`config.mk`:
```
export PLATFORM = sky130hd
export DESIGN_NAME = imem_loader_flat
export DESIGN_NICKNAME = d
export VERILOG_FILES = /design/src/rtl/imem_loader_if.sv /design/src/rtl/imem_loader.sv /design/src/flat_wrapper.sv
export SDC_FILE = /design/constraint.sdc
export NUM_CORES = 1
export LEC_CHECK = 0
export ABC_AREA = 1
export CAP_MARGIN = 20
export CORE_MARGIN = 2
export CORE_UTILIZATION = 55
export CTS_BUF_LIST = sky130_fd_sc_hd__clkbuf_4 sky130_fd_sc_hd__clkbuf_8
export CTS_CLUSTER_SIZE = 28
export DETAILED_ROUTE_END_ITERATION = 16
export GPL_ROUTABILITY_DRIVEN = 1
export PLACE_DENSITY = 0.84
export RECOVER_POWER = 25
export SYNTH_ARGS = -nofsm -noshare
export SYNTH_HDL_FRONTEND = slang
export SYNTH_SLANG_ARGS = --single-unit
```
`constraint.sdc`:
```
create_clock -name clk -period 4.9 [get_ports clk]
set_input_delay 0.98 -clock clk [delete_from_list [all_inputs] [get_ports clk]]
set_output_delay 0.98 -clock clk [all_outputs]
set_load 0.02 [all_outputs]
```
`src/rtl/imem_loader_if.sv`:
```
// Byte-stream and instruction-memory write signals of the imem loader.
// master: stream source / observer side; slave: the loader itself.
interface imem_loader_if #(
  parameter int DATA_WIDTH = 32,
  parameter int ADDR_WIDTH = 8
);
  logic                  i_Start;
  logic                  i_Byte_Valid;
  logic [7:0]            i_Byte;
  logic                  o_Byte_Ready;
  logic                  o_Imem_Write_Enable;
  logic [ADDR_WIDTH-1:0] o_Imem_Address;
  logic [DATA_WIDTH-1:0] o_Imem_Write_Data;
  logic                  o_Core_Reset;
  logic                  o_Busy;
  logic                  o_Done;
  logic                  o_Error;

  modport master (
    output i_Start, i_Byte_Valid, i_Byte,
    input  o_Byte_Ready, o_Imem_Write_Enable, o_Imem_Address, o_Imem_Write_Data,
    input  o_Core_Reset, o_Busy, o_Done, o_Error
  );

  modport slave (
    input  i_Start, i_Byte_Valid, i_Byte,
    output o_Byte_Ready, o_Imem_Write_Enable, o_Imem_Address, o_Imem_Write_Data,
    output o_Core_Reset, o_Busy, o_Done, o_Error
  );
endinterface

```
`src/rtl/imem_loader.sv`:
```
// Boot-time instruction memory loader: takes a count byte N followed by 4*N
// little-endian data bytes, writes each assembled word to imem and holds the
// core in reset until the image is complete.
// Optional feature: define IMEM_LOADER_CHECKSUM_EN to require a trailing XOR
// checksum byte over all data bytes before the load is declared done.
module imem_loader #(
  parameter int DATA_WIDTH = 32,
  parameter int ADDR_WIDTH = 8,
  parameter int MEM_DEPTH  = 64
) (
  input logic          clk,
  input logic          reset,
  imem_loader_if.slave bus
);

  if (DATA_WIDTH != 32) begin : g_bad_width
    $error("imem_loader: DATA_WIDTH must be 32");
  end
  if (MEM_DEPTH > 255 || MEM_DEPTH > (1 << ADDR_WIDTH) || MEM_DEPTH < 1) begin : g_bad_depth
    $error("imem_loader: MEM_DEPTH out of range");
  end

`ifdef IMEM_LOADER_CHECKSUM_EN
  typedef enum logic [2:0] {
    StIdle, StCount, StBytes, StWrite, StDone, StError, StCheck
  } state_e;
`else
  typedef enum logic [2:0] {
    StIdle, StCount, StBytes, StWrite, StDone, StError
  } state_e;
`endif

  state_e                state_q, state_d;
  logic                  ready_q, ready_d;
  logic [1:0]            lane_q, lane_d;
  logic [DATA_WIDTH-1:0] word_q, word_d;
  logic [ADDR_WIDTH-1:0] addr_q, addr_d;
  logic [7:0]            count_q, count_d;
`ifdef IMEM_LOADER_CHECKSUM_EN
  logic [7:0]            csum_q, csum_d;
`endif

  logic xfer;
  logic last_word;

  assign xfer      = bus.i_Byte_Valid && ready_q;
  // Word index has reached N-1, so the current WRITE is the final one.
  assign last_word = (32'(addr_q) + 32'd1) == 32'(count_q);

  // State and datapath registers, cleared asynchronously.
  always_ff @(posedge clk or posedge reset) begin
    if (reset) begin
      state_q <= StIdle;
      ready_q <= 1'b0;
      lane_q  <= 2'd0;
      word_q  <= '0;
      addr_q  <= '0;
      count_q <= 8'd0;
`ifdef IMEM_LOADER_CHECKSUM_EN
      csum_q  <= 8'd0;
`endif
    end else begin
      state_q <= state_d;
      ready_q <= ready_d;
      lane_q  <= lane_d;
      word_q  <= word_d;
      addr_q  <= addr_d;
      count_q <= count_d;
`ifdef IMEM_LOADER_CHECKSUM_EN
      csum_q  <= csum_d;
`endif
    end
  end

  // Next-state and datapath updates for the load sequence.
  always_comb begin
    state_d = state_q;
    lane_d  = lane_q;
    word_d  = word_q;
    addr_d  = addr_q;
    count_d = count_q;
`ifdef IMEM_LOADER_CHECKSUM_EN
    csum_d  = csum_q;
`endif

    unique case (state_q)
      StIdle, StDone, StError: begin
        if (bus.i_Start) begin
          state_d = StCount;
          lane_d  = 2'd0;
          word_d  = '0;
          addr_d  = '0;
`ifdef IMEM_LOADER_CHECKSUM_EN
          csum_d  = 8'd0;
`endif
        end
      end
      StCount: begin
        if (xfer) begin
          count_d = bus.i_Byte;
          if (bus.i_Byte == 8'd0) begin
`ifdef IMEM_LOADER_CHECKSUM_EN
            state_d = StCheck;
`else
            state_d = StDone;
`endif
          end else if (32'(bus.i_Byte) > 32'(MEM_DEPTH)) begin
            state_d = StError;
          end else begin
            state_d = StBytes;
          end
        end
      end
      StBytes: begin
        if (xfer) begin
          word_d[{lane_q, 3'b000} +: 8] = bus.i_Byte;
          lane_d = lane_q + 2'd1;
`ifdef IMEM_LOADER_CHECKSUM_EN
          csum_d = csum_q ^ bus.i_Byte;
`endif
          if (lane_q == 2'd3) begin
            state_d = StWrite;
          end
        end
      end
      StWrite: begin
        // Address is held on the last word so it never passes N-1.
        if (last_word) begin
`ifdef IMEM_LOADER_CHECKSUM_EN
          state_d = StCheck;
`else
          state_d = StDone;
`endif
        end else begin
          addr_d  = addr_q + 1'b1;
          state_d = StBytes;
        end
      end
`ifdef IMEM_LOADER_CHECKSUM_EN
      StCheck: begin
        if (xfer) begin
          state_d = (bus.i_Byte == csum_q) ? StDone : StError;
        end
      end
`endif
      default: state_d = StIdle;
    endcase

    ready_d = (state_d == StCount) || (state_d == StBytes);
`ifdef IMEM_LOADER_CHECKSUM_EN
    ready_d = ready_d || (state_d == StCheck);
`endif
  end

  // Outputs decode directly from registered state.
  assign bus.o_Byte_Ready        = ready_q;
  assign bus.o_Imem_Write_Enable = (state_q == StWrite);
  assign bus.o_Imem_Address      = addr_q;
  assign bus.o_Imem_Write_Data   = word_q;
  assign bus.o_Core_Reset        = (state_q != StDone);
  assign bus.o_Done              = (state_q == StDone);
  assign bus.o_Error             = (state_q == StError);
`ifdef IMEM_LOADER_CHECKSUM_EN
  assign bus.o_Busy = (state_q == StCount) || (state_q == StBytes) ||
                      (state_q == StWrite) || (state_q == StCheck);
`else
  assign bus.o_Busy = (state_q == StCount) || (state_q == StBytes) || (state_q == StWrite);
`endif

endmodule

```
`src/flat_wrapper.sv`:
```
// flat-port wrapper written by rule: the top's interface ports become plain ports
module imem_loader_flat 
#(
  parameter int DATA_WIDTH = 32,
  parameter int ADDR_WIDTH = 8,
  parameter int MEM_DEPTH  = 64
)
  (clk, reset, bus_i_Start, bus_i_Byte_Valid, bus_i_Byte, bus_o_Byte_Ready, bus_o_Imem_Write_Enable, bus_o_Imem_Address, bus_o_Imem_Write_Data, bus_o_Core_Reset, bus_o_Busy, bus_o_Done, bus_o_Error);
  imem_loader_if #(.DATA_WIDTH(DATA_WIDTH), .ADDR_WIDTH(ADDR_WIDTH)) bus_i ();
  input logic clk;
  input logic reset;
  input wire logic [$bits(bus_i.i_Start)-1:0] bus_i_Start;
  input wire logic [$bits(bus_i.i_Byte_Valid)-1:0] bus_i_Byte_Valid;
  input wire logic [$bits(bus_i.i_Byte)-1:0] bus_i_Byte;
  output wire logic [$bits(bus_i.o_Byte_Ready)-1:0] bus_o_Byte_Ready;
  output wire logic [$bits(bus_i.o_Imem_Write_Enable)-1:0] bus_o_Imem_Write_Enable;
  output wire logic [$bits(bus_i.o_Imem_Address)-1:0] bus_o_Imem_Address;
  output wire logic [$bits(bus_i.o_Imem_Write_Data)-1:0] bus_o_Imem_Write_Data;
  output wire logic [$bits(bus_i.o_Core_Reset)-1:0] bus_o_Core_Reset;
  output wire logic [$bits(bus_i.o_Busy)-1:0] bus_o_Busy;
  output wire logic [$bits(bus_i.o_Done)-1:0] bus_o_Done;
  output wire logic [$bits(bus_i.o_Error)-1:0] bus_o_Error;
  assign bus_i.i_Start = bus_i_Start;
  assign bus_i.i_Byte_Valid = bus_i_Byte_Valid;
  assign bus_i.i_Byte = bus_i_Byte;
  assign bus_o_Byte_Ready = bus_i.o_Byte_Ready;
  assign bus_o_Imem_Write_Enable = bus_i.o_Imem_Write_Enable;
  assign bus_o_Imem_Address = bus_i.o_Imem_Address;
  assign bus_o_Imem_Write_Data = bus_i.o_Imem_Write_Data;
  assign bus_o_Core_Reset = bus_i.o_Core_Reset;
  assign bus_o_Busy = bus_i.o_Busy;
  assign bus_o_Done = bus_i.o_Done;
  assign bus_o_Error = bus_i.o_Error;
  imem_loader #(.DATA_WIDTH(DATA_WIDTH), .ADDR_WIDTH(ADDR_WIDTH), .MEM_DEPTH(MEM_DEPTH)) u_core (.clk(clk), .reset(reset), .bus(bus_i));
endmodule
```
### Word level (Yosys, flattened, before mapping)

Index checks and enable logic that the tools add are counted.

* magnitude comparators: 1
* reductions and logical operators: 12
* shift-type cells: 2
* $add $sub $neg: 4
* mux-type cells: 18
* eq/ne operators: 13

Operator list (count)
* $mux W32: 2
* $pmux W32 S2: 1
* $bwmux W32: 1
* $eq A32 B8 Y1: 1
* $shift A8 B7 Y32 const A: 1
* $shiftx A8 B7 Y32: 1
* $mux W3: 7
* $mux W8: 2
* $pmux W8 S2: 1
* $pmux W3 S4: 1
* $add A8 B1 Y9 const B: 1
* $eq A3 B2 Y1 const B: 3
* $add A8 B1 Y8 const B: 1
* $gt A8 B7 Y1 const B: 1
* $logic_not A8 Y1: 1
* $neg A5 Y7: 1
* $eq A3 B1 Y1 const B: 2
* $eq A3 B3 Y1 const B: 2
* $reduce_and A3 Y1: 2
* $mux W2: 2
* $ne A2 B2 Y1 const B: 2
* $pmux W2 S2: 1
* $reduce_bool A2 Y1: 2
* $logic_not A3 Y1: 1
* other kinds (8): 10

* input bits: 12
* logic and storage cells: 56
* output and inout port bits: 46
* register bits after elaboration: 54

### Logic depth before layout (Yosys ltp)

* word-level depth: 7
* depth in mapped cells: 13

### Worst setup path after synthesis

Ideal clock, no wire load.

* kind: register to register
* start: register u_core.lane_q[0]
* end: register u_core.word_q[1] (netlist: u_core.bus.o_Imem_Write_Data[1])
* data arrival time: 1995 ps
* required time: 4804 ps
* path buffers: 1
* slack: 2810 ps
* setup time: 96 ps
* stages on the path, launching flop included: 7
* cell sequence: dfrtp_1 clkbuf_1 clkinv_1 ha_1 nor3_1 nand2_1 o31ai_1

* word-level cells in the longest chain between the ends: 5

Ends and longest elaborated chain
* start, declared: line imem_loader.sv:35 `logic [1:0] lane_q, lane_d;`
* start signal, assigned: line imem_loader.sv:65 `lane_q <= lane_d;`
* $neg A5 Y7 (*): line imem_loader.sv:116 `word_d[{lane_q, 3'b000} +: 8] = bus.i_Byte;`
* $shiftx A8 B7 Y32 or $shift A8 B7 Y32 (tied branches): line imem_loader.sv:116
* $bwmux W32 (*): line imem_loader.sv:116
* $mux W32 (*): line imem_loader.sv:115 `if (xfer) begin`
* $pmux W32 S2 (*): line imem_loader.sv:86 `unique case (state_q)`
* end signal, assigned: line imem_loader.sv:66 `word_q <= word_d;`
* end, declared: line imem_loader.sv:36 `logic [DATA_WIDTH-1:0] word_q, word_d;`

Every way passes the cells marked *; elsewhere a longest branch is shown, timed or not. The select of a mux whose other input is x is not followed.
A chain may end at the register's enable or synchronous reset.

### Worst setup path after layout

* start: register u_core.state_q[2]
* end: output bus_o_Imem_Write_Enable

* word-level cells in the longest chain between the ends: 1

Ends and longest elaborated chain
* start, declared: line imem_loader.sv:33 `state_e state_q, state_d;`
* start signal, assigned: line imem_loader.sv:53 `state_q <= StIdle;`
* start signal, assigned: line imem_loader.sv:63 `state_q <= state_d;`
* $eq A3 B2 Y1: line imem_loader.sv:157 `assign bus.o_Imem_Write_Enable = (state_q == StWrite);`
* end, declared: line flat_wrapper.sv:16 `output wire logic [$bits(bus_i.o_Imem_Write_Enable)-1:0] bus_o_Imem_Write_Enable;`

Every way passes these cells.

==> flow_summary.ini <==
[clocking]
clock_path_buffers = 2
h-tree-depth = 2
clock_sinks = 54
cts-resized-gates = 0
cts.clk_slew.worst_paths_ps = 100
cts_tree = yes
cts_root_buffer = clkbuf_8
cts_setup_buffers = 0
hold_buffers = 0
clk_latency_ps = 310
numCtsBuffers = 5

[placement]
io_buffer_count = 57
detailed_place_hpwl_um = 5380
dp_slack_ps = 2280
place_congestion = 0.889

[floorplan]
initial_utilization_pct = 58.1
die_w_um = 78.2
rows = 26
core_um2 = 5200
io_pins = 58
dieArea_um2 = 6110
die_h_um = 78.2

[setup_path]
timing.rr.start = u_core.lane_q[0]$_DFFE_PP0P_
critPathArrivalTime_ps = 2000
rr_endpoint = u_core.bus.o_Imem_Write_Data[19]$_DFFE_PP0P_
cp.required_ps = 3920
critPathMaxFanout = 7
r2r_slack_ps = 2430
setup.worst_path.end_class = primary output
max_stage_delay_ps = 640
critPathKind = reg2out
worstPathCellList = nor2_1 -> nand2_1 -> inv_1 -> clkdlybuf4s50_1
worst_path_max_delay_cell = clkdlybuf4s50_1
crit_path_start_kind = flop
worstRegToRegCells = 6

[worst_hold_path]
hold_depth = 2
hold_path.startpoint = u_core.bus.o_Imem_Write_Data[3]$_DFFE_PP0P_
hold_path_class = reg2reg
hold-path-endpoint = u_core.bus.o_Imem_Write_Data[3]$_DFFE_PP0P_

[timing]
setup_ws_ps = 1920
fmax_mhz = 336
hold_slack_ps = 498
hold_violations = 0
setup_viol = 0
max_slew_margin_pct = 63.3
setup_tns_ps = 0
finClkSkew_ps = 5.18
post-route-min-period_ps = 2980
fin_crit_sh_pct = 60.7
rsz0062_at_grt = no
worst_slew_pin_slew_ps = 549
slew_viol_final = 0

[outcome]
status = complete, no violations

[synth]
synth_seq_cells = 54
yosys_warnings = 0
ys.flop_type = dfrtp_1
syn_avg_cell_area_um2 = 8.49
postSynthCellCount = 356
synth.net_count = 375
synth_edf_count = 0
ys_seq_area_share_pct = 44.7
synth.distinct_cells = 34
async_reset_ff_share_pct = 100
synth_area_um2 = 3020

[route]
vias = 2599
drt_iter0_markers = 193
totalWireLength_um = 7090
dr.pass1.iters = 4
ant_nets = 0
drc = 0
viasPerCell = 5.36
post_drt_wl_per_cell_um = 14.6

[pwr]
power_density_nw_per_um2 = 436
ir_drop_mv = 0.227
p_leak_nw = 1.67

[global_route]
grt_pass1_wl_um = 11900
grt_remaining_overflow = 0
grt_antenna_before_repair = 0
grtUsageTotal_pct = 24.6
grt_max_degree = 45
grt_pass1_vias = 2471

[layout]
drive_above_1_share_pct = 14.5
antenna_cells = 0
area_delta_synth_final_pct = 23.4
fin_nets = 433

[job]
max-cap-violations = 0
-- placed cells by master (no fill, tap or decap), types with 5 or more instances in the layout --
cell type / n
o31ai_1: 20
nand4_1: 8
nand2_1: 86
inv_2: 5
a21oi_1: 6
clkbuf_8: 5
nand2_2: 24
ha_1: 7
nor3_1: 5
nand3_1: 38
o21ai_0: 20
inv_1: 34
nor2_2: 5
dfrtp_1: 54
clkdlybuf4s50_1: 56
nor2_1: 13
-- cell families after synthesis --
logic type               synth area share, %
flip-flops                              44.7
adder cells (fa/ha/maj)                 2.90
XOR/XNOR                               0.579
AND/OR/NAND/NOR                         30.4
AO/OA/AOI/OAI                           13.6
buffers and inverters                   7.90
-- registers in the layout, indices dropped and copies added, names as in the netlist --
signal and count:
u_core.bus.o_Byte_Ready 1, u_core.bus.o_Imem_Address 8, u_core.bus.o_Imem_Write_Data 32, u_core.count_q 8
u_core.lane_q 2, u_core.state_q 3
-- power by group --
part | switching [mW] | internal (mW) | total, mW
logic | 0.495 | 0.236 | 0.731
registers | 0.0766 | 0.513 | 0.590
clock network | 0.152 | 0.153 | 0.305
-- how the worst max path moves through the flow --
stage	from	endpoint	slack [ps]	cells past startpoint
after floorplan	reset	u_core.bus.o_Byte_Ready$_DFF_PP0_	2610	1
after global routing	u_core.state_q[2]$_DFF_PP0_	bus_o_Imem_Write_Enable	1840	4
after global placement	bus_i_Byte_Valid	u_core.bus.o_Imem_Write_Data[16]$_DFFE_PP0P_	2280	9
after CTS	u_core.state_q[2]$_DFF_PP0_	bus_o_Imem_Write_Enable	1930	4
after detailed placement	u_core.state_q[2]$_DFF_PP0_	bus_o_Imem_Write_Enable	2280	4
final	u_core.state_q[2]$_DFF_PP0_	bus_o_Imem_Write_Enable	1920	4
-- layout make-up --
| type | count | area, um2 |
|---|---|---|
| clock buffers | 5 | 68.8 |
| repair buffers | 58 | 591 |
| fillers | 398 | 1470 |
| clock inverters | 3 | 43.8 |
| multi-input cells | 254 | 1430 |
| well taps | 70 | 87.6 |
| flip-flops and latches | 54 | 1350 |
| inverters | 41 | 156 |
-- cell usage after synthesis (2+ instances only) --
cell type  instances  area share (%)
nand2_2           24             5.0
nand2_4            2            0.74
nand3_1           38             6.3
buf_12             3             2.0
inv_1             34             4.2
dfrtp_1           54              45
clkbuf_1           3            0.37
o21ai_0           20             3.3
o21ai_4            4             2.2
a21oi_1            6            0.99
o31ai_1           20             5.0
inv_2              5            0.62
nor2_2             5             1.0
nor3_1             5            0.83
nor2_1            13             1.6
o21ai_2            4             1.2
nand4_1            8             1.7
nand2_1           86              11
ha_1               7             2.9
-- worst max-delay path: cells and delay by family (launching register included) --
family | cells | cell delay [ps]
buffers and inverters | 2 | 890
DFF | 1 | 480
and+or+nand+nor | 2 | 310
-- per-layer routing --
layer  routed length [um]  track usage (%)
met3                  325             4.02
met5                    0                0
met4                  127             7.89
met1                 3090             33.1
met2                 3550             41.0
-- per-stage QoR --
step,power [mW],utilization (%),instances,area [um2]
global route,1.73,71.7,485,3730
floorplan,1.21,-,356,3020
global placement,1.31,69.2,476,3600
CTS,1.63,71.7,485,3730
finish,1.63,71.7,485,3730
detailed placement,1.32,69.5,477,3620
Power figures use the tool's default switching activity.
